**config.mk**
```make
export PLATFORM = sky130hd
export DESIGN_NAME = vending_ctrl
export DESIGN_NICKNAME = d
export VERILOG_FILES = /design/src/rtl/vending_pkg.sv /design/src/rtl/vending_change_sel.sv /design/src/rtl/vending_ctrl.sv
export SDC_FILE = /design/constraint.sdc
export NUM_CORES = 1
export LEC_CHECK = 0
export ABC_AREA = 1
export CORE_MARGIN = 3
export CORE_UTILIZATION = 53
export DETAILED_ROUTE_END_ITERATION = 8
export DONT_BUFFER_PORTS = 1
export PLACE_DENSITY = 0.77
export SLEW_MARGIN = 20
export SYNTH_ARGS = -nofsm -noshare
export SYNTH_HDL_FRONTEND = slang
export SYNTH_HIERARCHICAL = 1
export SYNTH_SLANG_ARGS = --single-unit
export TNS_END_PERCENT = 10
```
**constraint.sdc**
```tcl
create_clock -name clk -period 3.22 [get_ports clk]
set_input_delay 0.322 -clock clk [delete_from_list [all_inputs] [get_ports clk]]
set_output_delay 0.322 -clock clk [all_outputs]
set_load 0.02 [all_outputs]
```
**src/rtl/vending_pkg.sv**
```systemverilog
// Shared types and helpers for the vending controller.
//   coin_t     : coin code as seen on the validator and hopper interfaces
//   state_t    : controller states
//   coin_value : coin code -> value in 50 ct units
package vending_pkg;

   typedef enum logic [1:0] {
      NONE = 2'b00,
      C50  = 2'b01,
      C100 = 2'b10,
      C200 = 2'b11
   } coin_t;

   typedef enum logic [1:0] {
      COLLECT  = 2'd0,
      DISPENSE = 2'd1,
      CHANGE   = 2'd2
   } state_t;

   function automatic logic [2:0] coin_value(input coin_t code);
      logic [2:0] v;
      case (code)
         C50:     v = 3'd1;
         C100:    v = 3'd2;
         C200:    v = 3'd4;
         default: v = 3'd0;
      endcase
      return v;
   endfunction

endpackage

```
**src/rtl/vending_change_sel.sv**
```systemverilog
// Picks the largest coin that does not exceed the given credit.
// Shared by the refund and change paths.
//   credit : remaining credit in 50 ct units
//   code   : coin code to present to the hopper (C50 when credit < 2, incl. 0)
//   value  : value of that coin in 50 ct units
module vending_change_sel
   import vending_pkg::*;
#(
   parameter int CREDIT_W = 4
) (
   input  logic [CREDIT_W-1:0] credit,
   output coin_t               code,
   output logic [CREDIT_W-1:0] value
);

   logic [31:0] credit_ext;

   always_comb begin
      credit_ext = 32'(credit);
      code       = C50;
      if (credit_ext >= 32'd4) begin
         code = C200;
      end else if (credit_ext >= 32'd2) begin
         code = C100;
      end
      value = CREDIT_W'(coin_value(code));
   end

endmodule

```
**src/rtl/vending_ctrl.sv**
```systemverilog
// Parametrised vending controller: accumulates coin credit, requests a
// dispense once credit covers PRICE, then pays change / refunds one coin at
// a time over the hopper handshake, and counts completed sales.
//   clk, rst      : clock, synchronous active-high reset
//   coin          : incoming coin code (00 none, 01 50ct, 10 1EUR, 11 2EUR)
//   cancel        : refund request
//   dispense_ack  : product released
//   change_ready  : hopper takes the presented coin
//   dispense      : dispense request, held until acknowledged
//   change_valid  : a coin is presented to the hopper
//   change_coin   : code of the presented coin
//   coin_reject   : pulse, previous cycle's coin was not credited
//   credit        : current credit in 50 ct units
//   sales         : completed sales, wraps
module vending_ctrl
   import vending_pkg::*;
#(
   parameter int PRICE      = 3,
   parameter int CREDIT_W   = 4,
   parameter int MAX_CREDIT = 15,
   parameter int SALES_W    = 8
) (
   input  logic                clk,
   input  logic                rst,
   input  logic [1:0]          coin,
   input  logic                cancel,
   input  logic                dispense_ack,
   input  logic                change_ready,
   output logic                dispense,
   output logic                change_valid,
   output logic [1:0]          change_coin,
   output logic                coin_reject,
   output logic [CREDIT_W-1:0] credit,
   output logic [SALES_W-1:0]  sales
);

   if (!(PRICE >= 1 && PRICE <= MAX_CREDIT && MAX_CREDIT <= (2**CREDIT_W) - 1)) begin : g_param_check
      $error("vending_ctrl: illegal PRICE/MAX_CREDIT/CREDIT_W combination");
   end

   // Sum is one bit wider than credit so an overpay is detected, not wrapped.
   localparam int SUM_W = (CREDIT_W + 1 > 3) ? CREDIT_W + 1 : 3;

   state_t              state_q, state_d;
   logic [CREDIT_W-1:0] credit_q, credit_d;
   logic [SALES_W-1:0]  sales_q, sales_d;
   logic                reject_q, reject_d;

   coin_t               coin_in;
   logic                coin_present;
   logic [SUM_W-1:0]    coin_sum;
   coin_t               sel_code;
   logic [CREDIT_W-1:0] sel_value;
   logic [CREDIT_W-1:0] credit_left;

   assign coin_in      = coin_t'(coin);
   assign coin_present = (coin_in != NONE);
   assign coin_sum     = SUM_W'(credit_q) + SUM_W'(coin_value(coin_in));
   assign credit_left  = credit_q - sel_value;

   vending_change_sel #(
      .CREDIT_W (CREDIT_W)
   ) u_change_sel (
      .credit (credit_q),
      .code   (sel_code),
      .value  (sel_value)
   );

   always_ff @(posedge clk) begin
      if (rst) begin
         state_q  <= COLLECT;
         credit_q <= '0;
         sales_q  <= '0;
         reject_q <= 1'b0;
      end else begin
         state_q  <= state_d;
         credit_q <= credit_d;
         sales_q  <= sales_d;
         reject_q <= reject_d;
      end
   end

   always_comb begin
      state_d  = state_q;
      credit_d = credit_q;
      sales_d  = sales_q;
      reject_d = 1'b0;
      case (state_q)
         COLLECT: begin
            // Purchase commit outranks cancel; both reject a coin in flight.
            if (credit_q >= CREDIT_W'(PRICE)) begin
               state_d  = DISPENSE;
               credit_d = credit_q - CREDIT_W'(PRICE);
               reject_d = coin_present;
            end else if (cancel && credit_q != '0) begin
               state_d  = CHANGE;
               reject_d = coin_present;
            end else if (coin_present) begin
               if (coin_sum <= SUM_W'(MAX_CREDIT)) begin
                  credit_d = CREDIT_W'(coin_sum);
               end else begin
                  reject_d = 1'b1;
               end
            end
         end
         DISPENSE: begin
            reject_d = coin_present;
            if (dispense_ack) begin
               sales_d = sales_q + SALES_W'(1);
               state_d = (credit_q != '0) ? CHANGE : COLLECT;
            end
         end
         CHANGE: begin
            reject_d = coin_present;
            if (change_ready) begin
               credit_d = credit_left;
               if (credit_left == '0) begin
                  state_d = COLLECT;
               end
            end
         end
         default: begin
            state_d = COLLECT;
         end
      endcase
   end

   assign dispense     = (state_q == DISPENSE);
   assign change_valid = (state_q == CHANGE);
   assign change_coin  = change_valid ? sel_code : NONE;
   assign coin_reject  = reject_q;
   assign credit       = credit_q;
   assign sales        = sales_q;

endmodule

```
* Yosys cells after proc, flatten, opt, wreduce, memory -nomap -nowiden *
Cells that the tools add are included.

word-level totals
  output and inout bits = 17
  flip-flop bits (word level) = 15

operators by class
  magnitude comparators = 4
  multiplexer cells = 23
  add/sub/neg operators = 4
  reductions and logical operators = 10
  equal/unequal tests = 15

operators with widths
  cell                 number
  $mux 4               5
  $mux 2               9
  $pmux 3 s3           2
  $ne 3x3->1 const B   4
  $eq 2x2->1 const B   5
  $add 8x1->8 const B  1
  $ge 4x2->1 const B   2
  $pmux 4 s2           1
  $eq 2x1->1 const B   3
  $pmux 2 s3           1
  $add 4x3->5          1
  $le 5x4->1 const B   1
  $reduce_and 5->1     1
  $ge 4x3->1 const B   1
  $logic_not 4->1      1
  $mux 1               4
  $ne 2x2->1 const B   2
  $reduce_and 4->1     1
  $reduce_bool 2->1    2
  $reduce_bool 4->1    1
  $sub 4x2->4 const B  1
  $sub 4x3->4          1
  $logic_not 2->1      1
  $ne 2x1->1 const B   1
  4 further kinds      4

* Logic depth before layout (Yosys ltp) *
  word-level depth = 10
  mapped depth = 14

* Modules after synthesis *
The synthesis kept the hierarchy.

by module, submodules not included
  module              times used  cells an instance  sequential area each (um^2)  area each (um^2)
  vending_ctrl        1           183                300.3                        1219.9
  vending_change_sel  1           11                 0.0                          47.5

* Worst setup path before layout *
No wires, ideal clock.

  path type = flip-flop to flip-flop
  start point = register credit_q[3], in the netlist credit[3]
  end point = register state_q[1]
  setup slack = 1.165 ns
  clock period less this slack = 2.055 ns
  cell stages (with the launch flop) = 14
  arrival time = 1.942 ns
  path buffers = 0
  library setup time = 0.114 ns
  path through = dfxtp_1 inv_1 nand2_2 nor2_1 ha_1 fa_1 nand2_1 inv_1 nor2_1 a21oi_1 nor2_2 nand2_2 nor2_1 nor2_2

on the way
  cells in the longest elaborated chain, start to end = 9
  elaborated cells on any way between the ends = 20

ends and longest elaborated chain
  what                                             RTL line                  text
  from (decl)                                      vending_ctrl.sv:45        logic [CREDIT_W-1:0] credit_q, credit_d;
  from (signal assigned)                           vending_ctrl.sv:77        credit_q <= credit_d;
  $ge 4x2->1                                       vending_change_sel.sv:23  end else if (credit_ext >= 32'd2) begin
  $mux 2                                           vending_change_sel.sv:23
  $mux 2 (*)                                       vending_change_sel.sv:21  if (credit_ext >= 32'd4) begin
  $eq 2x2->1 / $eq 2x1->1 (equally long branches)  vending_pkg.sv:22         case (code)
  $pmux 3 s3 (*)                                   vending_pkg.sv:22
  named net sel_value[2]                           vending_ctrl.sv:53        logic [CREDIT_W-1:0] sel_value;
  $sub 4x3->4 (*)                                  vending_ctrl.sv:59        assign credit_left = credit_q - sel_value;
  $logic_not 4->1 (*)                              vending_ctrl.sv:117       if (credit_left == '0) begin
  $ne 2x1->1 (no source line) (*)                  n/a
  $reduce_and 4->1 (no source line) (*)            n/a
  to (signal assigned)                             vending_ctrl.sv:76        state_q <= state_d;
  to (decl)                                        vending_ctrl.sv:44        state_t state_q, state_d;

The timed path passes the listed nets; every way through them passes the cells marked *. The select of a mux whose other input is x is not followed.
A chain may end at the register's enable or synchronous reset.

* Worst setup path after layout *
  start point = register credit_q[3], in the netlist credit[3]
  end point = register state_q[0]

The elaborated chain is that of the path after synthesis.

==> key figures <==
Clock tree
  – Number of levels in the clock H-tree: 1
  – Post-cts resize count: 0
  – Clock latency on the worst-skew pair: 0.29 ns
  – CTS tree: yes
  – CTS clk-pin slew, worst paths: 0.10 ns
  – Hold Buf Count CTS: 0
  – CTS Buf Count: 3
  – Clock Tree Buf Depth: 2
  – Clock sinks: 15
  – Clock root buffer: clkbuf_4
  – Post CTS Setup Buffer Count: 0

Logic synthesis
  – Count of mapped cells out of synthesis: 194
  – Count leader, synth: nand2_1
  – Avg Cell Area, Syn: 6.533 um^2
  – Seq cells post-synth: 15
  – Yosys top cell by area: dfxtp_1
  – Netlist cell types: 32
  – Register area share after synthesis: 23.69%
  – Yosys warnings: 6
  – Syn Nets: 216
  – Commonest cells in the netlist: nand2_1 (45), inv_1 (28), nor2_1 (26)
  – Mapped Area: 0.001267 mm^2
  – Synth Flop Type: dfxtp_1
  – Fraction of registers with async set/reset: 0%
  – Area share of the largest cell type after synthesis: 23.69%
  – Post-synth EDFFs: 0
  – Leading post-synthesis cells by cell area: dfxtp_1 (24%), nand2_1 (13%), ha_1 (13%)

Drt
  – Routed vias/inst: 5.036
  – Iter 0 DRT Violations: 30
  – Drt pass-1 iters: 4
  – Vias post-DR: 1133
  – Routed len/inst: 11.88 um
  – Drt total wl: 2672 um
  – Drt drc: 0
  – Post-DRT Antenna Nets: 0

Worst setup path
  – Setup crit end kind: flop
  – CP top delay family: simple AND/OR/NAND/NOR gates
  – Worst path bufs/invs: 2
  – Critical Setup Path Class: flop to flop
  – Worst Path Required: 3.42 ns
  – Most frequent CP cell: nor2_1
  – CP cell instances: inv_1 > nand2_2 > nor2_1 > ha_1 > fa_1 > nand2_1 > inv_1 > nor2_1 > a21oi_1 > nor2_2 > nand2_2 > nor2_1 > nor2_2
  – CP max stage cell: dfxtp_1
  – Worst-path fanout max: 7
  – Critical Path AT: 2.47 ns
  – CP max stage delay: 0.61 ns
  – CP Launch Type: flop

Floorplan
  – Die width: 54.90 um
  – Number of cell rows: 17
  – Die area: 0.003014 mm^2
  – Die height: 54.90 um
  – Initial Utilization: 56.75%
  – IO Pins: 24
  – Placeable Area: 0.002233 mm^2

Global routing
  – Wire length of the first global-routing pass: 4257 um
  – Pin count of the biggest net entering global routing: 12
  – Initial antenna violation count: 0
  – Vias in the first global route: 1038
  – GRT Total Usage: 19.54%
  – Total congestion overflow: 0

Timing
  – Unrepaired setup endpoints after global routing: no
  – # setup viols final: 0
  – Final Hold Fails: 0
  – Final min period: 2.268 ns
  – Slew HR: 63.42%
  – Final slew viol count: 0
  – Worst clock skew: 0.01691 ns
  – Slew @ Worst Pin: 0.5479 ns
  – Period utilisation layout: 70.44%
  – Achievable Freq: 440.9 MHz
  – PnR worst setup slack: 0.9518 ns
  – Setup_tns: 0 ns

Finish
  – Diodes inserted: 0
  – Share of post-route cells with drive strength above 1: 14.21%
  – Nets: 220
  – P&R area growth vs syn: 4.541%

Place
  – GPL Wtd Cong: 0.9403
  – Port Buffers: 0
  – Detailed Place HPWL: 2206 um
  – Post-Place Worst Slack: 0.9632 ns

Power
  – Pwr/cell area: 974.2 mW/mm^2
  – Overall Power: 1.291 mW
  – Worst vdd ir: 0.4952 mV
  – P_leak: 0.6716 nW

Worst hold path
  – Hold WC Path Type: input pin to flop

Flow run
  – Maxcap violations: 0

Outcome
  – Outcome: complete, no violations
flip-flops by register name (all words and copies together), names as in the netlist:
name	flops
state_q	2
sales	8
coin_reject	1
credit	4
per-layer routing:
layer | part of all wire, % | global-route usage (%)
met3 | 5.7 | 5.898
met5 | 0 | 0
met4 | 1.1 | 8.097
met1 | 44 | 22.13
met2 | 49 | 33.86
power breakdown:
part           leakage (nW)  total [mW]  internal [mW]  switching, mW
clock network        0.0177       0.108         0.0461         0.0620
registers             0.123       0.302          0.225         0.0770
logic                 0.531       0.881          0.317          0.564
total                 0.672        1.29          0.588          0.703
cell usage in the layout, fill, tap and decap left out, types with 2 or more instances in the layout:
cell / instances
nand2_1: 45
inv_1: 28
nor2_1: 26
dfxtp_1: 15
ha_1: 13
a21oi_1: 9
nand3_1: 8
nand2_2: 6
nor2_2: 5
inv_2: 5
o21ai_0: 5
nand2_4: 3
o21ai_1: 3
nor3_1: 3
clkbuf_4: 3
xor2_1: 2
fa_1: 2
layout make-up:
class                      instances  area (um^2)
fill                             222        908.4
multi-input combinational        142        820.8
sequential                        15        300.3
inverter                          35        133.9
tap                               28        35.03
clock buffer                       3        22.52
timing repair buffer               1        7.507
clock inverter                     1        5.005
per-stage QoR:
stage               std cells  utilization, %  instance area, um^2  hold WS (ns)
floorplan                 194               -                 1267        0.3911
global placement          221           58.10                 1297        0.3946
detailed placement        221           58.10                 1297        0.3964
CTS                       225           59.33                 1325       0.07977
global route              225           59.33                 1325       0.07566
finish                    225           59.33                 1325       0.08572
final timing paths:
kind                end       from  depth (start not counted)  slack, ns
max          state_q[0]  credit[3]                         13       0.95
min            sales[6]        rst                          1       0.09
max reg2reg  state_q[0]  credit[3]                         13       0.95
min reg2reg    sales[7]   sales[7]                          2       0.58
cell families (layout without fill, tap and decap cells):
logic type	Yosys count	after routing	share of synthesized area, %
and+or+nand+nor	103	103	37.81
buffers and inverters	37	40	11.55
AOI/OAI and AO/OA	20	20	8.588
adders and majority gates	15	15	15.99
DFF	15	15	23.69
xor gates and xnor gates	3	3	2.073
other	1	1	0.2959
No activity file was read; power rests on OpenSTA's default activity.
